### src/rtl/usb_rx_sched.sv
// usb_rx_sched: receive-path controller for the USB host transceiver.
// Arms the receiver front end for a data or handshake packet, enforces the
// bus-turnaround timeout and receive watchdog, acknowledges EOP errors,
// retries failed data packets and reports one result code per request.
// Optional build macro USB_RX_STATS_EN adds saturating failure counters.
module usb_rx_sched #(
    parameter int TIMEOUT   = 255,
    parameter int RX_WDOG   = 128,
    parameter int MAX_RETRY = 3,
    parameter int BACKOFF   = 16
) (
    input  logic       clk,
    input  logic       rst,
    input  logic       req_valid,
    input  logic       req_type,
    output logic       req_ready,
    input  logic       req_cancel,
    output logic       arm_data,
    output logic       arm_hshake,
    output logic       rx_abort,
    input  logic       got_sync,
    input  logic       rx_done,
    input  logic       eop_err,
    input  logic       crc_ok,
    output logic       eop_ack,
    output logic       res_valid,
    output logic [2:0] res_code,
`ifdef USB_RX_STATS_EN
    input  logic       stat_clr,
    output logic [7:0] stat_timeout,
    output logic [7:0] stat_eop,
    output logic [7:0] stat_crc,
`endif
    output logic [2:0] res_tries
);

    localparam int TMAX1 = (TIMEOUT > RX_WDOG) ? TIMEOUT : RX_WDOG;
    localparam int TMAX  = (TMAX1 > BACKOFF) ? TMAX1 : BACKOFF;
    localparam int TW    = $clog2(TMAX + 1);

    localparam logic [TW-1:0] TO_LAST = TW'(TIMEOUT - 1);
    localparam logic [TW-1:0] WD_LAST = TW'(RX_WDOG - 1);
    localparam logic [TW-1:0] BO_LAST = TW'(BACKOFF - 1);
    localparam logic [2:0]    TRY_MAX = 3'(MAX_RETRY);

    localparam logic [2:0] S_IDLE    = 3'd0;
    localparam logic [2:0] S_ARM     = 3'd1;
    localparam logic [2:0] S_LISTEN  = 3'd2;
    localparam logic [2:0] S_RECV    = 3'd3;
    localparam logic [2:0] S_ACKERR  = 3'd4;
    localparam logic [2:0] S_BACKOFF = 3'd5;
    localparam logic [2:0] S_REPORT  = 3'd6;

    localparam logic [2:0] C_OK      = 3'd0;
    localparam logic [2:0] C_TIMEOUT = 3'd1;
    localparam logic [2:0] C_EOP     = 3'd2;
    localparam logic [2:0] C_CRC     = 3'd3;
    localparam logic [2:0] C_ABORT   = 3'd4;

    logic [2:0]    state, nxt_state;
    logic          rtype;
    logic [2:0]    tries, nxt_tries;
    logic [2:0]    code, nxt_code;
    logic [TW-1:0] timer;
    logic          tmr_clr;
    logic          fail;
    logic [2:0]    fail_code;
    logic          abort_wd;
    logic          cancel_act;
    logic          arm_lvl;

    // Cancel is honoured only while a request is actually in flight.
    assign cancel_act = req_cancel && (state != S_IDLE) && (state != S_REPORT);

    // Next-state logic; cancel overrides every other event of the cycle.
    always_comb begin
        nxt_state = state;
        nxt_tries = tries;
        nxt_code  = code;
        tmr_clr   = 1'b0;
        fail      = 1'b0;
        fail_code = code;
        abort_wd  = 1'b0;
        case (state)
            S_IDLE: begin
                if (req_valid) begin
                    nxt_state = S_ARM;
                    nxt_tries = 3'd1;
                end
            end
            S_ARM: begin
                nxt_state = S_LISTEN;
                tmr_clr   = 1'b1;
            end
            S_LISTEN: begin
                if (got_sync) begin
                    nxt_state = S_RECV;
                    tmr_clr   = 1'b1;
                end else if (timer == TO_LAST) begin
                    fail      = 1'b1;
                    fail_code = C_TIMEOUT;
                end
            end
            S_RECV: begin
                if (eop_err) begin
                    nxt_state = S_ACKERR;
                    nxt_code  = C_EOP;
                end else if (rx_done && crc_ok) begin
                    nxt_state = S_REPORT;
                    nxt_code  = C_OK;
                end else if (rx_done) begin
                    fail      = 1'b1;
                    fail_code = C_CRC;
                end else if (timer == WD_LAST) begin
                    fail      = 1'b1;
                    fail_code = C_EOP;
                    abort_wd  = 1'b1;
                end
            end
            S_ACKERR: begin
                fail      = 1'b1;
                fail_code = C_EOP;
            end
            S_BACKOFF: begin
                if (timer == BO_LAST) begin
                    nxt_state = S_ARM;
                    if (tries < TRY_MAX) nxt_tries = tries + 3'd1;
                end
            end
            S_REPORT: nxt_state = S_IDLE;
            default:  nxt_state = S_IDLE;
        endcase

        // Only data packets get another attempt, and only while tries remain.
        if (fail) begin
            nxt_code = fail_code;
            if (!rtype && (tries < TRY_MAX)) begin
                nxt_state = S_BACKOFF;
                tmr_clr   = 1'b1;
            end else begin
                nxt_state = S_REPORT;
            end
        end

        if (cancel_act) begin
            nxt_state = S_REPORT;
            nxt_code  = C_ABORT;
            abort_wd  = 1'b0;
        end
    end

    // State, latched request type, try counter and result code.
    always_ff @(posedge clk) begin
        if (rst) begin
            state <= S_IDLE;
            rtype <= 1'b0;
            tries <= 3'd0;
            code  <= C_OK;
        end else begin
            state <= nxt_state;
            tries <= nxt_tries;
            code  <= nxt_code;
            if (state == S_IDLE && req_valid) rtype <= req_type;
        end
    end

    // Shared saturating timer for turnaround, watchdog and backoff.
    always_ff @(posedge clk) begin
        if (rst) begin
            timer <= '0;
        end else if (tmr_clr) begin
            timer <= '0;
        end else if ((state == S_LISTEN || state == S_RECV || state == S_BACKOFF)
                     && (timer != {TW{1'b1}})) begin
            timer <= timer + 1'b1;
        end
    end

    // Arm level is dropped in the same cycle a cancel is seen.
    assign arm_lvl    = (state == S_ARM || state == S_LISTEN || state == S_RECV) && !cancel_act;
    assign arm_data   = arm_lvl && !rtype;
    assign arm_hshake = arm_lvl && rtype;
    assign rx_abort   = cancel_act || abort_wd;
    assign eop_ack    = (state == S_ACKERR) && !cancel_act;
    assign req_ready  = (state == S_IDLE);
    assign res_valid  = (state == S_REPORT);
    assign res_code   = res_valid ? code  : 3'd0;
    assign res_tries  = res_valid ? tries : 3'd0;

`ifdef USB_RX_STATS_EN
    logic inc_to, inc_eop, inc_crc;
    assign inc_to  = fail && !cancel_act && (fail_code == C_TIMEOUT);
    assign inc_eop = fail && !cancel_act && (fail_code == C_EOP);
    assign inc_crc = fail && !cancel_act && (fail_code == C_CRC);

    // Per-attempt failure counters, saturating at 255.
    always_ff @(posedge clk) begin
        if (rst || stat_clr) begin
            stat_timeout <= 8'd0;
            stat_eop     <= 8'd0;
            stat_crc     <= 8'd0;
        end else begin
            if (inc_to  && stat_timeout != 8'hff) stat_timeout <= stat_timeout + 8'd1;
            if (inc_eop && stat_eop     != 8'hff) stat_eop     <= stat_eop + 8'd1;
            if (inc_crc && stat_crc     != 8'hff) stat_crc     <= stat_crc + 8'd1;
        end
    end
`endif

endmodule

### config.mk
export PLATFORM = sky130hd
export DESIGN_NAME = usb_rx_sched
export DESIGN_NICKNAME = d
export VERILOG_FILES = /design/src/rtl/usb_rx_sched.sv
export SDC_FILE = /design/constraint.sdc
export NUM_CORES = 1
export LEC_CHECK = 0
export ABC_AREA = 1
export CAP_MARGIN = 20
export CORE_MARGIN = 2
export CORE_UTILIZATION = 30
export CTS_CLUSTER_DIAMETER = 80
export DETAILED_ROUTE_END_ITERATION = 12
export GPL_ROUTABILITY_DRIVEN = 0
export HOLD_SLACK_MARGIN = 0.1
export PLACE_DENSITY_LB_ADDON = 0.1
export REMOVE_ABC_BUFFERS = 1
export SLEW_MARGIN = 20
export SYNTH_ARGS = -nofsm -noshare
export SYNTH_HDL_FRONTEND = slang
export SYNTH_SLANG_ARGS = --single-unit
### constraint.sdc
create_clock -name clk -period 1.6 [get_ports clk]
set_input_delay 0.16 -clock clk [delete_from_list [all_inputs] [get_ports clk]]
set_output_delay 0.16 -clock clk [all_outputs]
set_load 0.005 [all_outputs]
==> impl_metrics.py, run 1 <==
metrics = {
    "cts": {
        "clk_latency_ns": 0.26,
        "cts.sinks": 18,
        "clk_path_buf_depth": 2,
        "h-tree-depth": 1,
        "cts_tree": "done",
        "cts_buffers": 3,
        "clk_pin_slew_worst_paths_ns": 0.08,
        "root_buffer": "clkbuf_8",
    },
    "worst_setup_path": {
        "arrival_ns": 1.80,
        "crit_fanout": 8,
        "r2r_slack_ns": -0.05,
        "timing.rr.end": "timer[0]",
        "end_kind": "flip-flop",
        "rr_startpoint": "state[1]",
        "rr_worst_depth": 12,
        "worstSetupPathType": "flip-flop to flip-flop",
        "startpoint_type": "flip-flop",
        "crit_required_ns": 1.74,
    },
    "floorplan": {
        "rows": 23,
        "pin_count": 21,
        "fp.dieH_um": 68.4,
        "start_util": 0.311,
        "die_x_um": 68.4,
        "core_area_um2": 4000,
        "dieArea_um2": 4680,
    },
    "yosys": {
        "synth_seq_cells": 18,
        "syn-instance-count": 193,
        "ys_seq_area_frac": 0.289,
        "syn-cell-area_um2": 1240,
        "ys_types": 27,
        "yosysWarnings": 0,
        "avgSynthCellArea_um2": 6.45,
    },
    "min_path": {
        "worstHoldStart": "code[2]",
        "hold_path.class": "flip-flop to flip-flop",
        "holdPathStages": 2,
        "hold_path_end": "code[2]",
    },
    "timing": {
        "fmax_ghz": 0.606,
        "period_share": 1.03,
        "final_max_slew_viol_count": 0,
        "hold_viol_final": 0,
        "worst_pin_slew_ns": 0.325,
        "worst_slack_ns": -0.0514,
        "finalSetupViolCount": 13,
        "timing.setup.tns_ns": -0.530,
        "slew_headroom": 0.784,
        "skew_ns": 0.00452,
        "final.min_clock_period_ns": 1.65,
        "grt_setup_unrepaired": "yes",
    },
    "final_layout": {
        "final_cells": 319,
        "regArea_um2": 370,
        "finish.net_count": 282,
        "antenna_cells": 0,
        "stdcell_area_um2": 2120,
        "fillers": 396,
        "area_growth_pct": 69.9,
        "drive_gt1_frac": 0.468,
        "multi_input_area_um2": 892,
    },
    "route": {
        "drc": 0,
        "firstDrtPassIters": 4,
        "first_iter_violations": 50,
        "viasPerCell": 4.70,
        "detail_route.wl_per_cell_um": 12.5,
        "drt_wl_total_mm": 3.99,
        "ant_nets": 0,
        "vias": 1499,
    },
    "placed_design": {
        "place_hpwl_mm": 2.76,
        "placed_area_um2": 1750,
        "dp_cells": 295,
        "io_buffers": 20,
    },
    "global_routing": {
        "grt_max_degree": 11,
        "overflow": 0,
        "grt_pass1_wl_mm": 6.20,
        "antenna_found_initial": 0,
        "grt.total_usage": 0.177,
        "grt_pass1_vias": 1445,
    },
    "outcome": {
        "status": "complete, but fails checks",
        "violations": "setup timing",
    },
    "flow_run": {
        "drv_cap": 0,
    },
    "power": {
        "power.density_nw_per_um2": 1320,
        "ir_worst_vdd_uv": 585,
        "leakagePower_nw": 0.923,
    },
}
worst max-delay path, stage by stage, from the launching register on:
cell and delay (ns):
dfxtp_2 0.37, buf_6 0.11, buf_6 0.11, inv_6 0.04, nor2_4 0.08, buf_6 0.12
nand3_4 0.07, nor2_4 0.17, nor2_4 0.07, nand2_4 0.10, nand3_4 0.10, nand3_4 0.15
a21oi_1 0.05
where the power goes:
part | internal [mW] | switching [mW] | total (mW)
registers | 0.548 | 0.0922 | 0.640
logic | 0.871 | 0.889 | 1.76
clock network | 0.219 | 0.165 | 0.384
total | 1.64 | 1.15 | 2.78
per-stage QoR:
step	hold slack, ns	power, mW	worst slack (ns)	utilization
floorplan	0.229	1.30	0.0949	-
global placement	0.451	1.86	-0.0804	0.437
detailed placement	0.457	1.89	-0.138	0.437
CTS	0.469	2.56	-0.0587	0.502
global route	0.483	2.98	-0.149	0.529
finish	0.469	2.78	-0.0514	0.529
synthesized netlist by cell type:
cell type | instances | share of area
xor2_1 | 2 | 0.014
nand4_1 | 3 | 0.015
o21ai_1 | 1 | 0.0040
nand2_1 | 39 | 0.12
nand2_4 | 1 | 0.0090
a21oi_1 | 16 | 0.064
o21ai_2 | 1 | 0.0070
dfxtp_1 | 18 | 0.29
clkinv_2 | 1 | 0.0040
a31oi_1 | 2 | 0.010
nor2_4 | 3 | 0.027
nor2_1 | 25 | 0.075
nor3_1 | 5 | 0.020
or2_2 | 2 | 0.010
o21ai_0 | 8 | 0.032
o31ai_1 | 1 | 0.0060
nand3_4 | 2 | 0.028
nand3_1 | 10 | 0.040
nor2_2 | 4 | 0.020
inv_2 | 4 | 0.012
nand3b_1 | 1 | 0.0060
buf_4 | 1 | 0.0060
ha_1 | 3 | 0.030
nand3_2 | 4 | 0.032
inv_1 | 32 | 0.096
nand2_2 | 3 | 0.015
nor3_2 | 1 | 0.0080
state kept, by name, summed over array words and instances, names as in the netlist:
name   cells
timer      8
rtype      1
state      3
code       3
tries      3
layout make-up:
cell class                      count  area share
Tap cell                           50      0.0296
Multi-Input combinational cell    137       0.422
Inverter                           37      0.0704
Clock buffer                        4      0.0260
Sequential cell                    18       0.175
Timing Repair Buffer               73       0.277
cells in the final DEF, fill, tap and decap left out:
master and n:
o21ai_4 1, dfxtp_4 2, dfxtp_2 2, nor2_2 6, o21ai_0 3, clkdlybuf4s50_1 8
ha_2 1, clkbuf_8 4, o21ai_2 2, or2_4 1, inv_6 1, xor2_1 2
inv_1 27, a21oi_2 4, o31ai_1 1, ha_1 2, clkbuf_2 1, inv_2 7
o21ai_1 4, nor3_2 2, nand2_4 3, nor3_1 4, nand2_2 6, nand3b_1 1
dlygate4sd2_1 2, nand2_1 34, dfxtp_1 14, nand3_4 6, or2_2 1, nor2_4 8
buf_4 42, nor2_1 18, nand4_1 3, nand3_1 6, a31oi_1 2, buf_6 11
a21oi_1 12, nand3_2 4, buf_2 9, inv_4 2
logic make-up after synthesis:
logic type,count (synthesis),synth area share
compound gates,29,0.124
xor+xnor,2,0.0141
fa+ha+maj,3,0.0302
buf+inv,38,0.119
flops,18,0.289
simple gates,103,0.424
worst max-delay path by stage:
stage,to,slack (ns),cells past startpoint,from
detailed placement,tries[0],-0.14,7,state[2]
global placement,tries[0],-0.08,7,state[2]
floorplan,tries[0],0.09,6,state[2]
global route,state[1],-0.15,12,state[1]
CTS,arm_hshake,-0.06,9,state[0]
finish,timer[0],-0.05,12,state[1]
metal layers:
metal,up-vias,routed length (µm),global-route usage
met5,-,0,0
met4,0,48,0.0325
met3,7,102,0.0444
met2,21,2220,0.357
met1,709,1620,0.181
li1,762,-,-
what timing repair did:
item                       CTS  global route
hold buffers                 0             0
gates resized for setup     67            41
setup buffers               15             5
setup endpoints to repair   21            27
pin swaps                   18            24
Note: power is estimated with default switching activity, not from simulation.
==> run 2: changes to the inputs <==
--- a/config.mk
+++ b/config.mk
@@ -12,6 +12,7 @@
 export CTS_CLUSTER_DIAMETER = 80
 export DETAILED_ROUTE_END_ITERATION = 12
 export GPL_ROUTABILITY_DRIVEN = 0
+export GPL_TIMING_DRIVEN = 0
 export HOLD_SLACK_MARGIN = 0.1
 export PLACE_DENSITY_LB_ADDON = 0.1
 export REMOVE_ABC_BUFFERS = 1
==> constraint.sdc (replaced) <==
create_clock -name clk -period 1.9 [get_ports clk]
set_input_delay 0.19 -clock clk [delete_from_list [all_inputs] [get_ports clk]]
set_output_delay 0.19 -clock clk [all_outputs]
set_load 0.005 [all_outputs]
==> impl_metrics.py, run 2 (synthesis gave the netlist of run 1 again) <==
metrics = {
    "worst_setup_path": {
        "crit_fanout": 7,
        "timing.rr.end": "state[2]",
        "arrival_ns": 1.61,
        "cp_common_cell": "nor2_4",
        "cp_cell_sequence": "nor2_4 > clkinv_4 > nor2_4 > inv_1 > nand3_4 > buf_4 > o31ai_2 > dlygate4sd2_1",
        "worstSetupPathType": "flip-flop to output pin",
        "cp_slowest_cell": "dfxtp_4",
        "cpPeakStageDelay_ns": 0.38,
        "r2r_slack_ns": 0.34,
        "startpoint_type": "flip-flop",
        "rr_startpoint": "timer[0]",
        "end_kind": "output pin",
        "rr_worst_depth": 10,
        "crit_required_ns": 1.71,
    },
    "route": {
        "viasPerCell": 4.73,
        "detail_route.wl_per_cell_um": 11.2,
        "drc": 0,
        "vias": 1273,
        "firstDrtPassIters": 4,
        "first_iter_violations": 49,
        "ant_nets": 0,
        "drt_wl_total_mm": 3.03,
    },
    "final_layout": {
        "area_growth_pct": 31.5,
        "layout_commonest_cell": "nand2_1",
        "regArea_um2": 373,
        "multi_input_area_um2": 781,
        "final_cells": 269,
        "fillers": 441,
        "layout_common_cells": "nand2_1, inv_1, nor2_1",
        "drive_gt1_frac": 0.192,
        "finish.utilization": 0.409,
        "stdcell_area_um2": 1640,
        "largest-register": "timer",
        "largest_register_ffs": 8,
        "antenna_cells": 0,
        "finish.net_count": 232,
    },
    "global_routing": {
        "grt_max_degree": 11,
        "grt_pass1_vias": 1195,
        "overflow": 0,
        "antenna_found_initial": 0,
        "grt_pass1_wl_mm": 5.22,
        "grt.total_usage": 0.150,
    },
    "timing": {
        "timing.setup.tns_ns": 0,
        "hold_viol_final": 0,
        "worst_slack_ns": 0.0981,
        "final.min_clock_period_ns": 1.80,
        "slew_headroom": 0.807,
        "finalSetupViolCount": 0,
        "final_max_slew_viol_count": 0,
        "skew_ns": 0.00858,
        "fmax_ghz": 0.555,
        "period_share": 0.948,
        "worst_pin_slew_ns": 0.290,
    },
    "cts": {
        "clk_latency_ns": 0.27,
        "postCtsHoldBufs": 0,
        "h-tree-depth": 1,
        "root_buffer": "clkbuf_8",
        "cts_tree": "done",
        "clk_pin_slew_worst_paths_ns": 0.08,
        "clk_path_buf_depth": 2,
        "cts_buffers": 3,
        "cts.sinks": 18,
    },
    "floorplan": {
        "rows": 23,
        "die_x_um": 68.4,
        "core_area_um2": 4000,
        "fp.dieH_um": 68.4,
        "pin_count": 21,
        "start_util": 0.311,
        "dieArea_um2": 4680,
    },
    "power": {
        "leakagePower_nw": 0.665,
        "ir_worst_vdd_uv": 412,
        "power.density_nw_per_um2": 1080,
    },
    "outcome": {
        "status": "complete, no violations",
    },
    "min_path": {
        "holdPathStages": 2,
        "hold_path_end": "code[2]",
        "hold_path.class": "flip-flop to flip-flop",
        "worstHoldStart": "code[2]",
    },
    "placed_design": {
        "place_ws_ns": -0.127,
        "placed_area_um2": 1500,
        "dp_cells": 262,
        "place_hpwl_mm": 2.40,
        "io_buffers": 20,
    },
    "flow_run": {
        "drv_cap": 0,
    },
}
## run 2: power by group
group | switching [mW] | internal, mW | total [mW]
clock | 0.144 | 0.185 | 0.329
combinational | 0.520 | 0.361 | 0.881
sequential | 0.0967 | 0.464 | 0.560
## run 2: worst max path at each step
stage | endpoint | startpoint | slack (ns)
after floorplan | tries[0] | state[2] | 0.39
after global placement | arm_hshake | state[2] | -0.11
after detailed placement | arm_hshake | state[2] | -0.13
after CTS | eop_ack | state[0] | 0.0007
after global routing | rx_abort | state[1] | -0.002
final | rx_abort | state[1] | 0.1
## run 2: metal layers
| metal | wire, µm | GRT usage | up-vias |
|---|---|---|---|
| met4 | 17 | 0.0225 | 0 |
| met5 | 0 | 0 | - |
| met2 | 1550 | 0.273 | 22 |
| met3 | 132 | 0.0395 | 5 |
| li1 | - | - | 664 |
| met1 | 1330 | 0.178 | 582 |
## run 2: metrics by stage
step	power (mW)	hold slack, ns
6_report	1.77	0.463
3_5_place_dp	1.34	0.457
3_3_place_gp	1.33	0.455
4_1_cts	1.78	0.468
5_1_grt	1.94	0.503
2_1_floorplan	1.09	0.259
## run 2: critical path, delay by kind of cell (launching register included)
| kind | cells | cell delay, ns |
|---|---|---|
| flops | 1 | 0.38 |
| buf+inv | 4 | 0.59 |
| simple gates | 3 | 0.31 |
| compound gates | 1 | 0.07 |
## run 2: layout make-up
type / count / area share
Clock buffer: 4 / 0.0336
Inverter: 37 / 0.0879
Sequential cell: 18 / 0.228
Multi-Input combinational cell: 137 / 0.477
Tap cell: 50 / 0.0382
Timing Repair Buffer: 23 / 0.135
## run 2: timing repair
item	in CTS	in global routing
endpoints found under the setup margin	11	4
pin swaps	1	1
resized for setup	17	4
buffers inserted	3	0
gates cloned	0	0
==> run 3: changes to the inputs <==
==> constraint.sdc (replaced) <==
create_clock -name clk -period 2.3 [get_ports clk]
set_input_delay 0.23 -clock clk [delete_from_list [all_inputs] [get_ports clk]]
set_output_delay 0.23 -clock clk [all_outputs]
set_load 0.005 [all_outputs]
==> impl_metrics.py, run 3 (synthesis gave the netlist of run 1 again) <==
metrics = {
    "final_layout": {
        "layout_commonest_cell": "nand2_1",
        "drive_gt1_frac": 0.153,
        "largest_register_ffs": 8,
        "regArea_um2": 363,
        "finish.net_count": 229,
        "antenna_cells": 0,
        "fillers": 440,
        "largest-register": "timer",
        "multi_input_area_um2": 747,
        "layout_common_cells": "nand2_1, inv_1, nor2_1",
        "area_growth_pct": 25.9,
    },
    "min_path": {
        "hold_path.class": "flip-flop to flip-flop",
    },
    "floorplan": {
        "dieArea_um2": 4680,
        "pin_count": 21,
        "fp.dieH_um": 68.4,
        "die_x_um": 68.4,
        "start_util": 0.311,
        "core_area_um2": 4000,
        "rows": 23,
    },
    "power": {
        "power_mw": 1.38,
        "power.density_nw_per_um2": 880,
        "ir_worst_vdd_uv": 335,
        "leakagePower_nw": 0.614,
    },
    "worst_setup_path": {
        "rr_startpoint": "timer[1]",
        "end_kind": "output pin",
        "crit_fanout": 4,
        "arrival_ns": 1.92,
        "crit_end": "rx_abort",
        "crit_required_ns": 2.07,
        "critPathLaunch": "timer[1]",
        "startpoint_type": "flip-flop",
        "timing.rr.end": "tries[1]",
        "r2r_slack_ns": 0.63,
        "rr_worst_depth": 9,
        "worstSetupPathType": "flip-flop to output pin",
    },
    "global_routing": {
        "overflow": 0,
        "grt_max_degree": 11,
        "antenna_found_initial": 0,
        "grt_pass1_vias": 1158,
        "grt.total_usage": 0.146,
        "grt_pass1_wl_mm": 5.04,
    },
    "route": {
        "vias": 1246,
        "viasPerCell": 4.68,
        "firstDrtPassIters": 4,
        "drt_wl_total_mm": 2.94,
        "detail_route.wl_per_cell_um": 11.0,
        "first_iter_violations": 48,
        "drc": 0,
        "ant_nets": 0,
    },
    "cts": {
        "clk_latency_ns": 0.26,
        "cts_tree": "done",
        "h-tree-depth": 1,
        "postCtsHoldBufs": 0,
        "post_cts_buffers": 0,
        "root_buffer": "clkbuf_8",
        "clk_pin_slew_worst_paths_ns": 0.08,
        "clk_path_buf_depth": 2,
        "cts_buffers": 3,
        "cts.sinks": 18,
    },
    "placed_design": {
        "io_buffers": 20,
        "place_hpwl_mm": 2.40,
    },
    "timing": {
        "final_max_slew_viol_count": 0,
        "timing.setup.tns_ns": 0,
        "finalSetupViolCount": 0,
        "slew_headroom": 0.808,
        "hold_viol_final": 0,
        "fmax_ghz": 0.465,
        "period_share": 0.934,
        "final.min_clock_period_ns": 2.15,
        "skew_ns": 0.00929,
        "worst_pin_slew_ns": 0.286,
        "grt_setup_unrepaired": "no",
    },
    "outcome": {
        "status": "complete, no violations",
    },
    "flow_run": {
        "drv_cap": 0,
    },
}
run 3: critical path, cell delays in order (launching register included):
cell	delay, ns
dfxtp_1	0.39
ha_1	0.17
inv_1	0.06
nor2_1	0.16
nand2_1	0.11
o31ai_1	0.23
clkdlybuf4s50_1	0.55
run 3: through the flow:
step | hold slack, ns | std cells | cell area [µm²] | utilization | setup slack (ns)
floorplan | 0.299 | 192 | 1240 | - | 0.795
global placement | 0.455 | 262 | 1500 | 0.375 | 0.249
detailed placement | 0.457 | 262 | 1500 | 0.375 | 0.233
CTS | 0.468 | 266 | 1560 | 0.389 | 0.0504
global route | 0.503 | 266 | 1570 | 0.392 | 0.000176
finish | 0.462 | 266 | 1570 | 0.392 | 0.151
run 3: report_power, final:
group / internal (mW) / switching (mW) / leakage, nW
clock: 0.152 / 0.116 / 0.0288
sequential: 0.373 / 0.0756 / 0.147
combinational: 0.269 / 0.394 / 0.438
total: 0.794 / 0.586 / 0.614
run 3: worst min-delay path by stage:
stage	startpoint	to	slack (ns)	cells past startpoint
after floorplan	rst	code[2]	0.30	1
after global placement	code[2]	code[2]	0.46	2
after detailed placement	code[2]	code[2]	0.46	2
after CTS	code[2]	code[2]	0.47	2
after global routing	code[2]	code[2]	0.50	2
final	code[2]	code[2]	0.46	2
run 3: cell type report:
class / instances / share of cell area
Clock buffer: 4 / 0.0351
Inverter: 37 / 0.0894
Multi-Input combinational cell: 137 / 0.476
Sequential cell: 18 / 0.231
Tap cell: 50 / 0.0399
Timing Repair Buffer: 20 / 0.128
run 3: metal layers:
| layer | vias to the layer above | global-route usage | wire length [µm] |
|---|---|---|---|
| li1 | 656 | - | - |
| met1 | 569 | 0.173 | 1340 |
| met2 | 19 | 0.261 | 1480 |
| met3 | 2 | 0.0395 | 111 |
| met4 | 0 | 0.0300 | 10 |
| met5 | - | 0 | 0 |
run 3: repair_timing:
| action | 4_1_cts | 5_1_grt |
|---|---|---|
| hold endpoints to repair | 0 | 0 |
| endpoints found under the setup margin | 2 | 3 |
| gates resized for setup | 1 | 3 |
| pin swaps | 0 | 0 |
